--- src/rtl/sme_driver.sv ---
// sme_driver: host-side sequencer for the string-match engine (SME).
// Collects one job (optional string, mandatory pattern) from an upstream
// byte stream, replays it onto the SME char bus with no gaps, waits for the
// engine's result strobe (or times out) and hands the result upstream.
//
// Ports:
//   clk, reset                  clock (rising edge), async active-high reset
//   in_valid/in_ready           upstream char handshake (ready only in COLLECT)
//   in_data, in_kind, in_last   char byte, 0=string/1=pattern, last char of job
//   chardata/isstring/ispattern registered SME char bus
//   sme_valid/sme_match/sme_index  SME result strobe and payload
//   res_valid/res_ready         result handshake
//   res_match/res_index/res_err captured result, error flag
//   busy                        high whenever not collecting
module sme_driver #(
  parameter int STR_MAX = 32,
  parameter int PTN_MAX = 8,
  parameter int TIMEOUT = 255
) (
  input  logic       clk,
  input  logic       reset,
  input  logic       in_valid,
  output logic       in_ready,
  input  logic [7:0] in_data,
  input  logic       in_kind,
  input  logic       in_last,
  output logic [7:0] chardata,
  output logic       isstring,
  output logic       ispattern,
  input  logic       sme_valid,
  input  logic       sme_match,
  input  logic [4:0] sme_index,
  output logic       res_valid,
  input  logic       res_ready,
  output logic       res_match,
  output logic [4:0] res_index,
  output logic       res_err,
  output logic       busy
);

  localparam int SW = $clog2(STR_MAX);
  localparam int PW = $clog2(PTN_MAX);

  typedef enum logic [2:0] {
    ST_COLLECT,
    ST_SEND_STR,
    ST_SEND_PTN,
    ST_WAIT,
    ST_RESULT
  } state_t;

  state_t      state, next;

  logic [7:0]  str_buf [STR_MAX];
  logic [7:0]  ptn_buf [PTN_MAX];
  logic [5:0]  str_cnt;
  logic [3:0]  ptn_cnt;
  logic        err;
  logic        str_seen;   // a string char has arrived in the current job
  logic [5:0]  idx;        // position of the char currently on the SME bus
  logic [7:0]  tmo;

  logic        hs, str_hs, ptn_hs;
  logic [5:0]  str_wr;
  logic        str_full, ptn_full;
  logic [5:0]  str_cnt_n;
  logic [3:0]  ptn_cnt_n;
  logic        err_n;
  logic        job_str;
  logic [7:0]  str_first, ptn_first;
  logic [7:0]  chr_d;
  logic        isstr_d, isptn_d;
  logic [5:0]  idx_d;

  assign in_ready  = (state == ST_COLLECT);
  assign busy      = (state != ST_COLLECT);
  assign res_valid = (state == ST_RESULT);

  always_ff @(posedge clk or posedge reset) begin
    if (reset) state <= ST_COLLECT;
    else       state <= next;
  end

  always_comb begin
    hs     = in_valid && (state == ST_COLLECT);
    str_hs = hs && !in_kind;
    ptn_hs = hs && in_kind;

    // The string held from an earlier job is overwritten from slot 0 as soon
    // as the new job delivers its first string char.
    str_wr    = str_seen ? str_cnt : '0;
    str_full  = (str_wr == 6'(STR_MAX));
    ptn_full  = (ptn_cnt == 4'(PTN_MAX));
    str_cnt_n = str_hs ? (str_full ? str_wr : str_wr + 6'd1) : str_cnt;
    ptn_cnt_n = (ptn_hs && !ptn_full) ? ptn_cnt + 4'd1 : ptn_cnt;
    err_n     = err || (str_hs && str_full) || (ptn_hs && ptn_full);
    job_str   = str_seen || str_hs;

    // The first SME char leaves on the in_last edge, so a char written on
    // that same edge has to bypass its buffer.
    str_first = (str_hs && (str_wr == 6'd0)) ? in_data : str_buf[0];
    ptn_first = (ptn_hs && (ptn_cnt == 4'd0)) ? in_data : ptn_buf[0];

    next    = state;
    chr_d   = '0;
    isstr_d = 1'b0;
    isptn_d = 1'b0;
    idx_d   = '0;

    case (state)
      ST_COLLECT: begin
        if (hs && in_last) begin
          if (err_n || (ptn_cnt_n == 4'd0)) begin
            next = ST_RESULT;
          end else if (job_str) begin
            next    = ST_SEND_STR;
            isstr_d = 1'b1;
            chr_d   = str_first;
          end else begin
            next    = ST_SEND_PTN;
            isptn_d = 1'b1;
            chr_d   = ptn_first;
          end
        end
      end
      ST_SEND_STR: begin
        if (idx == str_cnt - 6'd1) begin
          next    = ST_SEND_PTN;
          isptn_d = 1'b1;
          chr_d   = ptn_buf[0];
        end else begin
          idx_d   = idx + 6'd1;
          isstr_d = 1'b1;
          chr_d   = str_buf[idx_d[SW-1:0]];
        end
      end
      ST_SEND_PTN: begin
        if (idx == 6'(ptn_cnt) - 6'd1) begin
          next = ST_WAIT;
        end else begin
          idx_d   = idx + 6'd1;
          isptn_d = 1'b1;
          chr_d   = ptn_buf[idx_d[PW-1:0]];
        end
      end
      ST_WAIT: begin
        if (sme_valid || (tmo == 8'(TIMEOUT - 1))) next = ST_RESULT;
      end
      ST_RESULT: begin
        if (res_ready) next = ST_COLLECT;
      end
      default: next = ST_COLLECT;
    endcase
  end

  always_ff @(posedge clk or posedge reset) begin
    if (reset) begin
      for (int unsigned i = 0; i < STR_MAX; i++) str_buf[i] <= '0;
      for (int unsigned i = 0; i < PTN_MAX; i++) ptn_buf[i] <= '0;
      str_cnt   <= '0;
      ptn_cnt   <= '0;
      err       <= 1'b0;
      str_seen  <= 1'b0;
      idx       <= '0;
      tmo       <= '0;
      chardata  <= '0;
      isstring  <= 1'b0;
      ispattern <= 1'b0;
      res_match <= 1'b0;
      res_index <= '0;
      res_err   <= 1'b0;
    end else begin
      chardata  <= chr_d;
      isstring  <= isstr_d;
      ispattern <= isptn_d;
      idx       <= idx_d;
      // Zero everywhere outside WAIT, so it starts at 0 on WAIT entry.
      tmo       <= (state == ST_WAIT) ? tmo + 8'd1 : '0;

      if (state == ST_COLLECT) begin
        if (str_hs && !str_full) str_buf[str_wr[SW-1:0]] <= in_data;
        if (ptn_hs && !ptn_full) ptn_buf[ptn_cnt[PW-1:0]] <= in_data;
        str_cnt <= str_cnt_n;
        ptn_cnt <= ptn_cnt_n;
        err     <= err_n;
        if (str_hs) str_seen <= 1'b1;
        if (next == ST_RESULT) begin
          res_err   <= 1'b1;
          res_match <= 1'b0;
          res_index <= '0;
        end
      end

      if (state == ST_WAIT) begin
        if (sme_valid) begin
          res_match <= sme_match;
          res_index <= sme_index;
          res_err   <= 1'b0;
        end else if (next == ST_RESULT) begin
          res_match <= 1'b0;
          res_index <= '0;
          res_err   <= 1'b1;
        end
      end

      if ((state == ST_RESULT) && res_ready) begin
        ptn_cnt  <= '0;
        err      <= 1'b0;
        str_seen <= 1'b0;
      end
    end
  end

endmodule

--- config.mk ---
export PLATFORM = sky130hd
export DESIGN_NAME = sme_driver
export DESIGN_NICKNAME = d
export VERILOG_FILES = /design/src/rtl/sme_driver.sv
export SDC_FILE = /design/constraint.sdc
export NUM_CORES = 1
export LEC_CHECK = 0
export BUFFER_PORTS_ARGS = -buffer_cell sky130_fd_sc_hd__buf_4
export CAP_MARGIN = 30
export CORE_MARGIN = 4
export CORE_UTILIZATION = 30
export DETAILED_ROUTE_END_ITERATION = 12
export GPL_TIMING_DRIVEN = 1
export PLACE_DENSITY = 0.56
export SYNTH_ARGS = -nofsm -noshare
export SYNTH_HDL_FRONTEND = slang
export SYNTH_SLANG_ARGS = --single-unit
export TNS_END_PERCENT = 10
--- constraint.sdc ---
create_clock -name clk -period 13.4 [get_ports clk]
set_input_delay 2.68 -clock clk [delete_from_list [all_inputs] [get_ports clk]]
set_output_delay 2.68 -clock clk [all_outputs]
set_load 0.05 [all_outputs]
### Word-level counts from Yosys, hierarchy flattened

Cells that the tools add are included.

* reductions and logical operators: 32
* shift operators: 0
* equality and inequality tests: 10
* add/sub/neg operators: 6
* div/mod/pow operators: 0
* magnitude comparators: 6
* muxes and demuxes: 68
* bitwise logic cells: 4
* multiply operators: 0

Operators with widths (count)
* $bwmux 256: 1
* $mux 8: 14
* $bwmux 64: 1
* $bmux 8 s5: 1
* $demux 8 s5: 1
* $mux 5: 5
* $bmux 8 s3: 1
* $demux 8 s3: 1
* $mux 1: 24
* $mux 6: 4
* $pmux 8 s3: 1
* $mux 3: 6
* $pmux 3 s5: 1
* $logic_and 1x1->1: 13
* $add 6x1->6 const B: 2
* $eq 6x6->1: 2
* $ge 6x6->1 const B: 2
* $mux 4: 3
* $not 5->6: 2
* $pmux 6 s2: 1
* $add 8x1->8 const B: 1
* $eq 8x8->1 const B: 1
* $ge 4x4->1 const B: 2
* $logic_not 4->1: 2
* 21 further kinds: 34

* output and inout bits: 20
* memory bits (writable): 0
* bits in registers: 366
* memories kept: 0
* latch bits: 0
* word-level logic and storage cells: 179
* input port bits: 21
* ROM bits: 0

### Logic depth before layout (Yosys ltp)

* word-level depth: 16
* depth in mapped cells: 12
* depth with buffers taken out: 8

### Worst setup path before layout

OpenSTA, ideal clock, no wires.

* path type: reg-to-output
* start: reg state[1]
* end: out busy
* buffers on the path: 1
* required time: 10720 ps
* stages on the path, launching flop included: 4
* slack: 8078 ps
* arrival: 2642 ps
* cell sequence: dfrtp_1 > buf_2 > nor3_1 > inv_1

* longest elaborated chain between the ends: 1

RTL lines
* start: declaration: RTL line 52 `state_t state, next;`
* start signal: assignment: RTL line 81 `else state <= next;`
* $reduce_bool 3->1: RTL line 76 `assign busy = (state != ST_COLLECT);`
* end: declaration: RTL line 38 `output logic busy`

No other way between the ends.

### Worst setup path after layout

* start: reg state[2]
* end: out res_valid

* longest elaborated chain between the ends: 1

RTL lines
* $eq 3x3->1: RTL line 77 `assign res_valid = (state == ST_RESULT);`
* end: declaration: RTL line 33 `output logic res_valid,`

No other way between the ends.

==> flow_metrics.py <==
metrics = {
    "outcome": {
        "status": "complete, no violations",
    },
    "global_route": {
        "grt_max_degree": 178,
        "grt_pass1_vias": 11007,
        "track_usage_pct": 13.8,
        "grt_overflow": 0,
        "grt_pass1_wl_mm": 70.6,
        "antenna_found_initial": 2,
    },
    "clock_network": {
        "post_cts_buffers": 0,
        "clock_latency_ns": 0.57,
        "cts_resized": 0,
        "hold_buffers": 0,
        "cts-htree-levels": 2,
        "tritoncts": "done",
        "clkTransAtPathRegs_ns": 0.05,
        "root_buffer": "clkbuf_16",
        "clk_path_buf_depth": 3,
        "cts-buffers-inserted": 41,
        "cts.sinks": 366,
    },
    "timing": {
        "rsz0062_at_grt": "false",
        "finalHoldViolations": 0,
        "fmax_mhz": 221,
        "drv_slew": 0,
        "finalSetupTns_ns": 0,
        "finalSetupViolations": 0,
        "fin_crit_sh_pct": 33.7,
        "worst_slew_pin_slew_ns": 1.07,
        "period_minus_slack_ns": 4.52,
        "worst_clock_skew_ns": 0.0183,
        "hold_ws_ns": 0.497,
        "timing.slew.headroom_pct": 28.8,
    },
    "die": {
        "die_w_um": 256,
        "rows": 90,
        "die_y_um": 256,
        "die-area_sq_um": 65500,
        "start_util_pct": 30.4,
        "coreArea_sq_um": 60600,
        "pin_count": 41,
    },
    "setup_path": {
        "reg2reg_from": "idx[0]$_DFF_PP0_",
        "crit_chain": "nor3b_1 > buf_4",
        "cp_num_cells": 2,
        "crit_family": "simple AND/OR/NAND/NOR gates",
        "rr_worst_depth": 8,
        "path_class": "reg -> out",
        "path_buf_inv": 1,
        "crit_required_ns": 10.72,
        "start_kind": "flop",
        "crit_path_start": "state[2]$_DFF_PP0_",
        "slowest_stage": "nor3b_1",
        "worst-path-max-fanout": 7,
        "setup.worst_path.end_class": "output port",
        "worstPathArrival_ns": 1.84,
        "critPathMaxStageDelay_ns": 0.50,
    },
    "placement": {
        "place_congestion": 0.863,
        "io_buffers": 40,
        "dp_hpwl_mm": 29.3,
    },
    "logic_synthesis": {
        "synth_top_area_share_pct": 49.7,
        "synth_seq_cells": 366,
        "synthFlopType": "dfrtp_1",
        "syn-num-nets": 1272,
        "synth-edff-count": 0,
        "seq_area_frac_synth_pct": 49.7,
        "synth.area.top_cells": "dfrtp_1 50%, mux2_2 11%, mux2_4 10%",
        "synth_warnings": 0,
        "yosys.area.top_type": "dfrtp_1",
        "syn_inst": 1241,
        "ys_types": 80,
        "syn_area_per_cell_sq_um": 14.9,
        "async_flop_share_pct": 100,
        "syn_area_sq_um": 18400,
    },
    "detailed_routing": {
        "finalWirelength_mm": 45.7,
        "drc": 0,
        "first_pass_iters": 5,
        "avgRoutedWirePerCell_um": 22.1,
        "vias_per_cell": 5.12,
        "vias": 10588,
        "first_iter_violations": 842,
        "postRouteAntennaNets": 0,
    },
    "power_and_ir_drop": {
        "powerDensity_nw_per_um2": 193,
        "power_mw": 4.01,
        "p_leak_nw": 9.80,
        "peakVddDrop_uv": 89.9,
    },
    "hold_path": {
        "hold-path-cell-count": 1,
        "hold_class": "reg -> reg",
        "min_from": "ptn_buf[3]$_DFFE_PP0P_",
    },
    "final_layout": {
        "syn_to_final_growth_pct": 12.9,
        "layout-drive-gt1-share_pct": 44.7,
        "nets": 1284,
    },
    "job": {
        "drv_cap": 0,
    },
}
[worst paths after layout]
check	end	slack (ns)
max reg2reg	chardata[0]$_DFF_PP0_	9.70
max	res_valid	8.88
max in group asynchronous	str_buf[137]$_DFFE_PP0P_	9.69
min in group asynchronous	str_buf[140]$_DFFE_PP0P_	2.25
min	ptn_buf[3]$_DFFE_PP0P_	0.50
min reg2reg	ptn_buf[3]$_DFFE_PP0P_	0.50
[where the power goes]
group	internal [mW]	switching [mW]	leakage [nW]
sequential	1.38	0.208	4.93
clock	0.660	0.455	0.645
combinational	0.617	0.695	4.22
total	2.66	1.36	9.80
[cell type report]
class	count	area [sq um]
inverter	24	97.6
clock inverter	8	121
timing repair buffer	54	458
antenna	1	2.50
multi-input combinational	766	8770
fill	5828	39800
tap	782	978
sequential	366	9160
clock buffer	65	1210
[state kept, by name, summed over array words and instances, names as in the netlist, 3 cells and up]
signal	count
chardata	8
idx	6
ptn_buf	64
ptn_cnt	4
res_index	5
state	3
str_buf	256
str_cnt	6
tmo	8
[cell usage after synthesis (6+ instances only)]
cell      number
a21oi_1        9
a22o_1         7
a22oi_1       13
a32oi_1       12
buf_2         17
clkbuf_1      51
dfrtp_1      366
ha_1          10
inv_1         23
mux2_2       188
mux2_4       124
mux2i_1       38
mux4_2        80
nand2_1       66
nand2_2       12
nand3_1       30
nand4_1        6
nor2_1        21
nor2_8        16
o21ai_0       10
o22a_1         8
xnor2_1       13
xor2_1        13
[layer usage]
metal	wire length (um)	share of wire (%)	GRT usage, %
met1	22500	49	20.6
met3	2170	4.7	2.94
met5	0	0	0
met2	20000	44	20.2
met4	1000	2.2	3.96
[kinds of logic after synthesis]
| family | after synthesis | share of synthesized area, % |
|---|---|---|
| buffers and inverters | 109 | 2.86 |
| AOI/OAI and AO/OA | 86 | 3.57 |
| xor gates and xnor gates | 26 | 1.24 |
| DFF | 366 | 49.7 |
| and+or+nand+nor | 214 | 8.54 |
| adders and majority gates | 10 | 0.679 |
| muxes | 430 | 33.4 |
[per-stage QoR]
stage / area [sq um] / setup WS [ns] / instances / util, %
after floorplan: 18400 / 0.560 / 1241 / -
after global placement: 19400 / 8.51 / 1988 / 32.0
after detailed placement: 19400 / 8.51 / 1990 / 32.1
after CTS: 20700 / 8.86 / 2063 / 34.3
after global routing: 20800 / 8.78 / 2065 / 34.3
final: 20800 / 8.88 / 2066 / 34.3
[placed cells by master (no fill, tap or decap), types with 21 or more instances in the layout]
cell	n
mux2i_1	38
inv_1	22
dfrtp_1	365
mux2_2	188
mux4_2	80
nand3_1	30
nor2_1	21
buf_4	49
nand2_1	66
clkbuf_16	41
mux2_4	124
No activity file was read; power rests on OpenSTA's default activity.
